**src/rtl/set_mode_ctrl.sv**
```systemverilog
// set_mode_ctrl: key-driven time-setting controller for the clock board.
// MODE walks the edit fields; ADJ strobes with auto-repeat, timeout, blink.
module set_mode_ctrl #(
  parameter int HOLD_TICKS    = 40,
  parameter int REPEAT_TICKS  = 8,
  parameter int TIMEOUT_TICKS = 400,
  parameter int BLINK_TICKS   = 10
) (
  input  logic       sample_clk,
  input  logic       Reset_N,
  input  logic       key_mode,
  input  logic       key_adj,
  output logic [1:0] mode,
  output logic       run_en,
  output logic       inc_hour,
  output logic       inc_min,
  output logic       clr_sec,
  output logic       blink
);

  typedef enum logic [1:0] {
    RUN      = 2'd0,
    SET_HOUR = 2'd1,
    SET_MIN  = 2'd2,
    SET_SEC  = 2'd3
  } mode_t;

  localparam int HMAX = (HOLD_TICKS > REPEAT_TICKS) ?
                        HOLD_TICKS : REPEAT_TICKS;
  localparam int HW = (HMAX > 1) ? $clog2(HMAX) : 1;
  localparam int TW = (TIMEOUT_TICKS > 1) ?
                      $clog2(TIMEOUT_TICKS) : 1;
  localparam int BW = (BLINK_TICKS > 1) ?
                      $clog2(BLINK_TICKS) : 1;

  localparam logic [HW-1:0] HOLD_LAST = HW'(HOLD_TICKS - 1);
  localparam logic [HW-1:0] REP_LAST  = HW'(REPEAT_TICKS - 1);
  localparam logic [TW-1:0] TO_LAST   = TW'(TIMEOUT_TICKS - 1);
  localparam logic [BW-1:0] BL_LAST   = BW'(BLINK_TICKS - 1);

  mode_t          r_mode;
  logic           r_run_en;
  logic           r_inc_hour;
  logic           r_inc_min;
  logic           r_clr_sec;
  logic           r_blink;
  logic           r_mode_q;
  logic           r_adj_q;
  logic           r_hold_act;
  logic           r_hold_rep;
  logic [HW-1:0]  r_hold_cnt;
  logic [TW-1:0]  r_tcnt;
  logic [BW-1:0]  r_bcnt;

  logic           w_mode_press;
  logic           w_adj_press;
  logic           w_in_set;
  logic [HW-1:0]  w_rep_last;
  logic           w_repeat;
  logic           w_strobe;
  logic           w_timeout;
  mode_t          w_mode_next;

  assign w_mode_press = r_mode_q & ~key_mode;
  // MODE wins a same-edge collision; that ADJ edge is consumed
  assign w_adj_press  = r_adj_q & ~key_adj & ~w_mode_press;
  assign w_in_set     = (r_mode != RUN);
  assign w_rep_last   = r_hold_rep ? REP_LAST : HOLD_LAST;
  assign w_repeat     = r_hold_act & ~key_adj &
                        (r_hold_cnt == w_rep_last);
  assign w_strobe     = (w_adj_press & w_in_set) | w_repeat;
  assign w_timeout    = w_in_set & (r_tcnt == TO_LAST);
  assign w_mode_next  = mode_t'(r_mode + 2'd1);

  always_ff @(posedge sample_clk or negedge Reset_N) begin
    if (!Reset_N) begin
      r_mode     <= RUN;
      r_run_en   <= 1'b1;
      r_inc_hour <= 1'b0;
      r_inc_min  <= 1'b0;
      r_clr_sec  <= 1'b0;
      r_blink    <= 1'b0;
      r_mode_q   <= 1'b1;
      r_adj_q    <= 1'b1;
      r_hold_act <= 1'b0;
      r_hold_rep <= 1'b0;
      r_hold_cnt <= '0;
      r_tcnt     <= '0;
      r_bcnt     <= '0;
    end else begin
      r_mode_q   <= key_mode;
      r_adj_q    <= key_adj;
      r_inc_hour <= 1'b0;
      r_inc_min  <= 1'b0;
      r_clr_sec  <= 1'b0;
      if (w_mode_press) begin
        r_mode     <= w_mode_next;
        r_run_en   <= (w_mode_next == RUN);
        r_hold_act <= 1'b0;
        r_hold_rep <= 1'b0;
        r_hold_cnt <= '0;
        r_tcnt     <= '0;
        r_bcnt     <= '0;
        r_blink    <= (w_mode_next != RUN);
      end else if (w_strobe) begin
        r_inc_hour <= (r_mode == SET_HOUR);
        r_inc_min  <= (r_mode == SET_MIN);
        r_clr_sec  <= (r_mode == SET_SEC);
        r_hold_act <= (r_mode != SET_SEC);
        r_hold_rep <= w_repeat;
        r_hold_cnt <= '0;
        r_tcnt     <= '0;
        r_bcnt     <= '0;
        r_blink    <= 1'b1;
      end else if (w_timeout) begin
        r_mode     <= RUN;
        r_run_en   <= 1'b1;
        r_hold_act <= 1'b0;
        r_hold_rep <= 1'b0;
        r_hold_cnt <= '0;
        r_tcnt     <= '0;
        r_bcnt     <= '0;
        r_blink    <= 1'b0;
      end else begin
        if (key_adj) begin
          r_hold_act <= 1'b0;
          r_hold_rep <= 1'b0;
          r_hold_cnt <= '0;
        end else if (r_hold_act) begin
          r_hold_cnt <= r_hold_cnt + HW'(1);
        end
        if (w_in_set) begin
          r_tcnt <= r_tcnt + TW'(1);
          if (r_bcnt == BL_LAST) begin
            r_bcnt  <= '0;
            r_blink <= ~r_blink;
          end else begin
            r_bcnt <= r_bcnt + BW'(1);
          end
        end
      end
    end
  end

  assign mode     = r_mode;
  assign run_en   = r_run_en;
  assign inc_hour = r_inc_hour;
  assign inc_min  = r_inc_min;
  assign clr_sec  = r_clr_sec;
  assign blink    = r_blink;

endmodule

```
**config.mk**
```make
export PLATFORM = sky130hd
export DESIGN_NAME = set_mode_ctrl
export DESIGN_NICKNAME = d
export VERILOG_FILES = /design/src/rtl/set_mode_ctrl.sv
export SDC_FILE = /design/constraint.sdc
export NUM_CORES = 1
export LEC_CHECK = 0
export ABC_AREA = 1
export CAP_MARGIN = 20
export CELL_PAD_IN_SITES_DETAIL_PLACEMENT = 1
export CELL_PAD_IN_SITES_GLOBAL_PLACEMENT = 1
export CORE_MARGIN = 2
export CORE_UTILIZATION = 35
export DETAILED_ROUTE_END_ITERATION = 7
export DONT_BUFFER_PORTS = 1
export HOLD_SLACK_MARGIN = 0.03
export PLACE_DENSITY_LB_ADDON = 0.1
export SLEW_MARGIN = 20
export SYNTH_ARGS = -nofsm -noshare
export SYNTH_HDL_FRONTEND = slang
export SYNTH_SLANG_ARGS = --single-unit
```
**constraint.sdc**
```tcl
create_clock -name sample_clk -period 1.5 [get_ports sample_clk]
set_input_delay 0.15 -clock sample_clk [delete_from_list [all_inputs] [get_ports sample_clk]]
set_output_delay 0.15 -clock sample_clk [all_outputs]
set_load 0.02 [all_outputs]
```
==> impl_results.md <==
* Initial Utilization at 35.6%
* R2R Setup Slk at 0.006 ns
* Initial DRC count at 30
* Clock-pin slew on the worst setup and hold paths at 0.07 ns
* Vias at 1,471
* Arrival @ worst endpoint at 1.72 ns
* PortBufs at 0
* Avg WL per Cell at 15.0 um
* Final period util at 99.6%
* Clock Latency Late Sink at 0.29 ns
* Share of layout cells above drive strength 1 at 30.6%
* Post-Synth Adder-Cell Area at 6.03%
* Core Area at 0.00466 mm2
* Worst setup SP type: register
* Gr ovfl total at 0
* Required time worst endpoint at 1.73 ns
* FF-to-FF path depth at 9
* Synth Area in Compound Gates at 4.67%
* R2R Path End: inc_min
* Slew HR at 83.6%
* Slack of the critical path at 0.00633 ns
* XOR/XNOR Fraction of Synth Area at 5.28%
* Synth Net Count at 218
* Placed wire-length estimate at 3.09 mm
* Largest net degree at the start of global routing at 31
* First drt pass iteration count at 4
* Nets at 253
* Vias/cell at 4.97
* First-pass GRT wire length at 7.52 mm
* Placer Congestion at 0.765
* Core Rows at 25
* Die Wd at 72.9 um
* Type of the tightest min-delay check: input pin to register
* Num CTS Buffers at 5
* Worst Skew at 0.00454 ns
* CTS tree: yes
* Post-route ant nets at 0
* CTS root buffer: clkbuf_8
* Full die area at 0.00531 mm2
* CP max FO at 4
* Clk buf depth at 2
* Slew Limit Fails at 0
* Least-Margin Pin Slew at 0.246 ns
* Mapped cell area at 0.00166 mm2
* Worst vdd ir at 684 uV
* Leakage at 1.06 nW
* #FFs+latches synth at 30
* Fill count at 570
* Unique masters post-synth at 23
* H-Tree Level Count at 2
* Max Freq at 0.669 GHz
* Cell Pwr Density at 1320 mW/mm2
* Hold path depth at 5
* Mux cell area share after synthesis at 0%
* Main combinational cell family by area after synthesis: simple AND/OR/NAND/NOR gates
* Placement-stage worst setup slack at -0.0646 ns
* Post-synthesis sequential area ratio at 45.4%
* Simple-Gate Fraction of Synth Area at 31.9%
* Outcome: finished, final reports clean
* Syn Inst Count at 206
* Antenna cell count at 0
* Worst setup EP type: register
* Routed WL at 4.43 mm
* R2r startpoint: mode[0]
* Min Tclk post-route at 1.49 ns
* CTS Sinks at 30
* Synthesis-to-finish area growth at 34.4%
* RSZ-0062 raised after global routing: true
* Mapped Avg Cell Area at 8.06 um2
* WHS Endpoint: r_hold_cnt[0]
* Critical path type: register to register
* GRT Overall Usage at 18.9%
* Hold Fails Final Rpt at 0
* Die height at 72.9 um
* Vias in the first global route at 1,653
* Initial antenna violation count at 0
* Hold Startpoint: key_adj
* Io pins at 11
* Ys Warns at 0
* DRC Markers at 0
* Setup Viol. Count Final at 0
* Max Cap Viol at 0
* Hold slack at 0.266 ns
-- metal layers --
metal	track usage, %	routed length, um	vias to the layer above
li1	-	-	719
met3	4.42	99	9
met5	0	0	-
met4	7.61	87	0
met1	21.2	1830	727
met2	34.4	2420	16
-- through the flow --
step | std cells | area, um2 | util, % | power, W | setup TNS [ns]
2_1_floorplan | 206 | 1670 | - | 0.00156 | 0
3_3_place_gp | 281 | 1900 | 40.9 | 0.00188 | -0.0182
3_5_place_dp | 281 | 1900 | 40.9 | 0.00193 | -0.607
4_1_cts | 294 | 2120 | 45.4 | 0.00285 | -0.00764
5_1_grt | 296 | 2230 | 47.9 | 0.00315 | -1.63
6_report | 296 | 2230 | 47.9 | 0.00294 | 0
-- worst max-delay path, stage by stage (launching register included) --
cell	delay [ns]
dfrtp_2	0.37
inv_2	0.05
ha_4	0.16
inv_2	0.05
nand4_1	0.20
nand2_4	0.21
buf_6	0.13
nand2_4	0.06
buf_6	0.14
nor2_4	0.06
-- cells in the mapped netlist (all sizes together) --
cell type	count	share of area, %
a21oi	2	0.60
buf	3	1.3
dfrtp	27	41
dfstp	3	4.7
ha	8	6.0
inv	24	5.4
nand2	61	14
nand3	15	5.4
nand3b	1	0.45
nand4	9	3.4
nor2	27	7.5
nor3	1	0.30
o21ai	12	3.6
o21bai	1	0.45
or2	2	0.75
xor2	10	5.3
-- cell families (layout without fill, tap and decap cells) --
logic type | Yosys count | after routing
AOI/OAI and AO/OA | 15 | 15
xor gates and xnor gates | 10 | 10
buffers and inverters | 27 | 63
adders and majority gates | 8 | 8
and+or+nand+nor | 116 | 116
DFF | 30 | 30
-- where the power goes --
group	switching, W	internal (W)
sequential	0.000150	0.000947
clock	0.000330	0.000488
combinational	0.000564	0.000465
total	0.00104	0.00190
-- sequential cells by signal, indices dropped and copies added, names as in the netlist --
name and cells:
r_hold_act 1, r_adj_q 1, r_hold_rep 1, inc_hour 1, r_mode_q 1, r_hold_cnt 6
inc_min 1, run_en 1, clr_sec 1, mode 2, blink 1, r_tcnt 9
r_bcnt 4
-- area by class of cell --
cell class | count | area, um2 | area share [%]
clock buffer | 5 | 68.8 | 3.08
clock inverter | 3 | 40.0 | 1.79
tap | 54 | 67.6 | 3.03
multi-input combinational | 149 | 927 | 41.6
timing repair buffer | 31 | 280 | 12.6
inverter | 24 | 90.1 | 4.04
sequential | 30 | 757 | 33.9
-- cell usage in the layout (no fill, tap or decap), drive strengths merged --
master and n:
a21oi 2, or2 2, dlygate4sd3 3, buf 28, nor2 27, nor3 1, bufinv 1, clkinv 2
nand3 15, nand2 61, dfstp 3, dfrtp 27, nand4 9, xor2 10, nand3b 1, clkbuf 5
o21ai 12, ha 8, o21bai 1, inv 24
-- how the worst max path moves through the flow --
stage / to / slack, ns / from
floorplan: r_hold_cnt[0] / 0.001 / mode[0]
global placement: blink / -0.02 / mode[0]
detailed placement: r_hold_cnt[5] / -0.06 / mode[1]
CTS: blink / -0.008 / mode[0]
global route: r_hold_cnt[0] / -0.11 / mode[1]
finish: inc_min / 0.006 / mode[0]
-- timing repair --
item                                   CTS  global route
hold buffers                             4             0
buffers inserted                         1             3
endpoints found under the hold margin   32             0
resized for setup                       13            33
pin swaps                                6             8
setup endpoints to repair               21            28
No activity file was read; power rests on OpenSTA's default activity.
